### src/rtl/codec_sample_sink.sv
// Codec-side sample sink: paces sample requests, captures returned samples and streams them as I2S.
// Build option SINK_MUTE_ON_UNDERRUN_EN: clear the held sample on underrun so the next frame is silence.
module codec_sample_sink #(
    parameter int unsigned CLK_DIV  = 2083,
    parameter int unsigned BCLK_DIV = 16
) (
    input  logic        clk,
    input  logic        reset,
    input  logic [15:0] sample_in,
    input  logic        new_sample_ready,
    output logic        generate_next_sample,
    output logic        bclk,
    output logic        lrclk,
    output logic        sdata,
    output logic        sample_tick,
    output logic [7:0]  underrun_count
);

    localparam int unsigned CNT_W  = $clog2(CLK_DIV);
    localparam int unsigned BCLK_W = (BCLK_DIV > 1) ? $clog2(BCLK_DIV) : 1;
    localparam logic [CNT_W-1:0]  CNT_LAST  = CNT_W'(CLK_DIV - 1);
    localparam logic [CNT_W-1:0]  CNT_PRE   = CNT_W'(CLK_DIV - 2);
    localparam logic [BCLK_W-1:0] BCLK_LAST = BCLK_W'(BCLK_DIV - 1);

    localparam logic [1:0] ST_IDLE = 2'd0;
    localparam logic [1:0] ST_REQ  = 2'd1;
    localparam logic [1:0] ST_WAIT = 2'd2;

    // One-bit I2S delay, sample left-justified in each 32-bit slot, same sample in both slots.
    function automatic logic [63:0] build_frame(input logic [15:0] smp);
        return {1'b0, smp, 15'b0, 1'b0, smp, 15'b0};
    endfunction

    logic [CNT_W-1:0]  cnt_q, cnt_d;
    logic              tick_q, tick_d;
    logic [1:0]        state_q, state_d;
    logic              req_q, req_d;
    logic [15:0]       hold_q, hold_d;
    logic [7:0]        urun_q, urun_d;
    logic [63:0]       sh_q, sh_d;
    logic [BCLK_W-1:0] div_q, div_d;
    logic [5:0]        bit_q, bit_d;
    logic              active_q, active_d;
    logic              bclk_q, bclk_d;
    logic              lrclk_q, lrclk_d;
    logic              sdata_q, sdata_d;

    // Sample-period counter; the tick flag is registered one count early so it is high at CLK_DIV-1.
    always_comb begin
        if (cnt_q == CNT_LAST) begin
            cnt_d = '0;
        end else begin
            cnt_d = cnt_q + CNT_W'(1);
        end
        tick_d = (cnt_q == CNT_PRE);
    end

    // Request FSM, sample capture and underrun accounting.
    always_comb begin
        state_d = state_q;
        hold_d  = hold_q;
        urun_d  = urun_q;
        case (state_q)
            ST_IDLE: begin
                if (tick_q) begin
                    state_d = ST_REQ;
                end else begin
                    state_d = ST_IDLE;
                end
            end
            ST_REQ: begin
                state_d = ST_WAIT;
            end
            ST_WAIT: begin
                if (new_sample_ready) begin
                    hold_d  = sample_in;
                    state_d = tick_q ? ST_REQ : ST_IDLE;
                end else if (tick_q) begin
                    // Abandon the outstanding request and ask again.
                    state_d = ST_REQ;
                    if (urun_q != 8'hFF) begin
                        urun_d = urun_q + 8'd1;
                    end else begin
                        urun_d = urun_q;
                    end
`ifdef SINK_MUTE_ON_UNDERRUN_EN
                    hold_d = 16'h0000;
`else
                    hold_d = hold_q;
`endif
                end else begin
                    state_d = ST_WAIT;
                end
            end
            default: begin
                state_d = ST_IDLE;
            end
        endcase
        req_d = (state_d == ST_REQ);
    end

    // Frame serializer: loads on tick, shifts out one bit per bclk period on falling edges.
    always_comb begin
        sh_d     = sh_q;
        div_d    = div_q;
        bit_d    = bit_q;
        active_d = active_q;
        bclk_d   = bclk_q;
        lrclk_d  = lrclk_q;
        sdata_d  = sdata_q;
        if (tick_q) begin
            sh_d     = build_frame(hold_q);
            sdata_d  = sh_d[63];
            div_d    = '0;
            bit_d    = 6'd0;
            active_d = 1'b1;
            bclk_d   = 1'b0;
            lrclk_d  = 1'b0;
        end else if (active_q) begin
            if (div_q == BCLK_LAST) begin
                div_d = '0;
                if (!bclk_q) begin
                    bclk_d = 1'b1;
                end else begin
                    bclk_d = 1'b0;
                    if (bit_q == 6'd63) begin
                        active_d = 1'b0;
                        lrclk_d  = 1'b0;
                        sdata_d  = 1'b0;
                    end else begin
                        bit_d   = bit_q + 6'd1;
                        sh_d    = {sh_q[62:0], 1'b0};
                        sdata_d = sh_q[62];
                        lrclk_d = (bit_q >= 6'd31);
                    end
                end
            end else begin
                div_d = div_q + BCLK_W'(1);
            end
        end else begin
            active_d = 1'b0;
        end
    end

    // State registers.
    always_ff @(posedge clk or negedge reset) begin
        if (!reset) begin
            cnt_q    <= '0;
            tick_q   <= 1'b0;
            state_q  <= ST_IDLE;
            req_q    <= 1'b0;
            hold_q   <= 16'h0000;
            urun_q   <= 8'd0;
            sh_q     <= 64'd0;
            div_q    <= '0;
            bit_q    <= 6'd0;
            active_q <= 1'b0;
            bclk_q   <= 1'b0;
            lrclk_q  <= 1'b0;
            sdata_q  <= 1'b0;
        end else begin
            cnt_q    <= cnt_d;
            tick_q   <= tick_d;
            state_q  <= state_d;
            req_q    <= req_d;
            hold_q   <= hold_d;
            urun_q   <= urun_d;
            sh_q     <= sh_d;
            div_q    <= div_d;
            bit_q    <= bit_d;
            active_q <= active_d;
            bclk_q   <= bclk_d;
            lrclk_q  <= lrclk_d;
            sdata_q  <= sdata_d;
        end
    end

    assign generate_next_sample = req_q;
    assign sample_tick          = tick_q;
    assign underrun_count       = urun_q;
    assign bclk                 = bclk_q;
    assign lrclk                = lrclk_q;
    assign sdata                = sdata_q;

endmodule

### config.mk
export PLATFORM = sky130hd
export DESIGN_NAME = codec_sample_sink
export DESIGN_NICKNAME = d
export VERILOG_FILES = /design/src/rtl/codec_sample_sink.sv
export SDC_FILE = /design/constraint.sdc
export NUM_CORES = 1
export LEC_CHECK = 0
export ABC_AREA = 1
export BUFFER_PORTS_ARGS = -buffer_cell sky130_fd_sc_hd__buf_2
export CAP_MARGIN = 30
export CORE_MARGIN = 1
export CORE_UTILIZATION = 41
export DETAILED_ROUTE_END_ITERATION = 16
export PLACE_DENSITY = 0.58
export SYNTH_ARGS = -nofsm -noshare
export SYNTH_HDL_FRONTEND = slang
export SYNTH_SLANG_ARGS = --single-unit
export TNS_END_PERCENT = 1
### constraint.sdc
create_clock -name clk -period 1.6 [get_ports clk]
set_input_delay 0.08 -clock clk [delete_from_list [all_inputs] [get_ports clk]]
set_output_delay 0.08 -clock clk [all_outputs]
set_load 0.05 [all_outputs]
==> impl_metrics.py <==
metrics = {
    "run_status": {
        "result_of_the_run": "complete, no violations",
    },
    "final_layout": {
        "final_core_util_pct": 53.5,
        "stdcell_count": 844,
        "syn2layout_area_growth_pct": 27.2,
        "design_area_um2": 6100,
        "fin_nets": 721,
        "layout.cells.most_common_list": "299 x nand2_1, 100 x dfrtp_1, 59 x nand3_1, 35 x inv_1",
        "layout_commonest_cell": "nand2_1",
        "antennaDiodeCount": 0,
        "fillCellCount": 1099,
        "layout-drive-gt1-share_pct": 17.8,
    },
    "placed_design": {
        "placed_area_um2": 5290,
        "placed_cells": 797,
        "gpl.final_weighted_congestion": 0.784,
        "detailedPlacementHpwl_um": 6780,
        "io_buffers": 31,
    },
    "sta": {
        "slew_violations": 0,
        "timing.hold.ws_ns": 0.0904,
        "fin_crit_ns": 1.58,
        "worstMarginPinSlew_ns": 0.540,
        "max_clock_freq_ghz": 0.634,
        "final_min_period_over_clock_period_pct": 98.7,
        "finalSetupViolations": 0,
        "fin_worst_skew_ns": 0.00638,
        "hold_viol": 0,
        "rsz0062_at_grt": "true",
        "maxSlewHeadroom_pct": 63.9,
    },
    "power": {
        "power.switching_mw": 1.09,
        "power.share.sequential_pct": 49.8,
        "static-leakage-power_nw": 3.38,
        "power_frac_comb_pct": 3.2,
        "vdd_ir_drop_max_mv": 0.597,
        "pwr_density_cell_nw_per_um2": 872,
        "p_sw_share_pct": 20.5,
        "total_power_consumption_of_the_routed_design_mw": 5.33,
        "power.clock.fraction_pct": 47.1,
        "power_report.internal_total_mw": 4.23,
    },
    "synthesis": {
        "yosysSeqAreaShare_pct": 53.2,
        "synth_seq_cells": 102,
        "synth_cells": 618,
        "synth.cell_area_um2": 4800,
        "yosysUniqueCellTypes": 26,
        "syn-mean-instance-area_um2": 7.77,
        "synth_fp_nets": 643,
        "yosys_warnings": 0,
    },
    "grt": {
        "remaining_overflow_grt": 0,
        "grt_pass1_wl_um": 17200,
        "grt.busiest_layer": "met2",
        "groute.layer.met1.usage_pct": 26.1,
        "gr-usage-all-layers_pct": 18.3,
        "grt_antenna_before_repair": 0,
        "grtUsageMet2_pct": 27.9,
        "gr-usage-met3_pct": 3.94,
        "maximum_number_of_pins_on_one_net_before_global_route_repair": 34,
        "first_global_vias": 3648,
    },
    "setup_path": {
        "most_frequent_cp_cell": "nand3_4",
        "timing.critical_path.slowest_stage_cell": "dfrtp_1",
        "worstSetupPathType": "register to register",
        "critPathLaunch": "bit_q[1]",
        "worstReg2RegStart": "bit_q[1]",
        "cp_data_required_time_ns": 1.84,
        "worstPathCellList": "ha_2 > buf_6 > nand2_4 > nor2_4 > nand3_4 > nand3_4 > clkbuf_16 > nand2_2 > nand2_1",
        "crit_path_max_fanout": 7,
        "end_kind": "register",
        "arrival_ns": 1.82,
        "slowest_delay_ns": 0.39,
        "cp-start-kind": "register",
    },
    "drt": {
        "initialDrtViolationCount": 277,
        "antenna_left": 0,
        "route.vias.total": 4084,
        "drt-wirelength-per-cell_um": 12.6,
        "drt_wl_total_um": 10600,
        "dr.pass1.iters": 4,
        "via_per_inst": 4.84,
        "drc": 0,
    },
    "cts": {
        "cts-root-to-sink-buffers": 2,
        "cts_num_sinks": 102,
        "clock-root-buffer": "clkbuf_16",
        "cts_made_buffers": 9,
        "clk_latency_ns": 0.34,
        "tritoncts": "built",
        "htreeDepth": 3,
        "cts.reportedPaths.clkPinSlew_ns": 0.07,
    },
    "floorplan": {
        "die-width_um": 110,
        "floorplan.io_pins": 32,
        "core_rows": 39,
        "design.core.area_um2": 11400,
        "die_area_um2": 12100,
        "start_util_pct": 42.0,
        "chipHeight_um": 110,
    },
    "run": {
        "max_cap_violation_count": 0,
    },
    "worst_hold_path": {
        "timing.hold.worst.start": "new_sample_ready",
        "hp-class": "input port to register",
    },
}
-- synth_stat cells, drive strengths merged --
master | n | area (um2)
ha | 6 | 75.1
xor2 | 5 | 43.8
o22ai | 1 | 6.26
nor2 | 37 | 149
nand3b | 2 | 15.0
clkbuf | 1 | 3.75
nor3 | 3 | 15.0
buf | 20 | 116
xnor2 | 4 | 35.0
nand2 | 317 | 1190
a21oi | 4 | 20.0
o21ai | 10 | 50.1
inv | 37 | 139
nand3 | 64 | 353
nor3b | 1 | 7.51
nand4 | 3 | 18.8
dfrtp | 102 | 2550
or2 | 1 | 6.26
-- cell type report --
type	instances	area, um2	area share, %
repair buffers	86	769	12.6
flip-flops and latches	102	2550	41.9
multi-input cells	460	2110	34.6
clock inverters	7	120	1.97
inverters	37	141	2.32
well taps	143	179	2.93
clock buffers	9	225	3.69
-- power groups by stage --
stage               combinational, mW  clock (mW)  sequential (mW)
floorplan                      0.0408           0             2.69
global placement                0.139           0             2.70
detailed placement              0.142           0             2.70
CTS                             0.174        2.57             2.65
global route                    0.198        2.68             2.66
finish                          0.168        2.51             2.65
-- flip-flops by register name, indices dropped and copies added (netlist names), 2 cells and up --
register        count
div_q               4
bit_q               6
underrun_count      8
hold_q             16
sh_q               48
cnt_q              12
state_q             2
-- path summary, 6_finish.rpt --
check | to | slack, ns | depth (start not counted)
worst max-delay path | sh_q[55] | 0.02 | 9
worst min-delay path | state_q[1] | 0.09 | 4
worst max register to register | sh_q[55] | 0.02 | 9
worst min register to register | sh_q[54] | 0.47 | 2
max in group asynchronous | cnt_q[6] | 0.90 | 3
min in group asynchronous | bit_q[4] | 0.18 | 2
-- cell families (layout without fill, tap and decap cells) --
family	count (synthesis)	in the layout	synth area share (%)
simple gates	428	430	36.6
flops	102	102	53.2
buf+inv	58	139	5.39
compound gates	15	15	1.59
xor+xnor	9	9	1.64
fa+ha+maj	6	6	1.56
-- timing repair --
item / CTS / global route
pin swaps: 0 / 8
gates cloned: 0 / 8
setup endpoints to repair: 15 / 55
hold buffers: 17 / 0
resized for setup: 2 / 31
endpoints found under the hold margin: 103 / 0
setup buffers: 0 / 6
-- per-stage QoR --
step                      setup slack (ns)  TNS (ns)
after floorplan                     0.0612         0
after global placement              -0.135     -1.81
after detailed placement            -0.140     -1.64
after CTS                           0.0262         0
after global routing               -0.0403    -0.630
final                               0.0215         0
-- worst max-delay path: cells and delay by family (launching register included) --
kind / cells / cell delay, ns
simple gates: 6 / 0.51
flops: 1 / 0.39
buf+inv: 2 / 0.36
fa+ha+maj: 1 / 0.20
-- metal layers --
metal | routed length [um] | vias to the layer above | part of all wire [%]
met2 | 4940 | 65 | 46
met5 | 0 | - | 0
li1 | - | 2080 | -
met4 | 101 | 0 | 0.95
met1 | 5210 | 1929 | 49
met3 | 381 | 10 | 3.6
No activity file was read; power rests on OpenSTA's default activity.
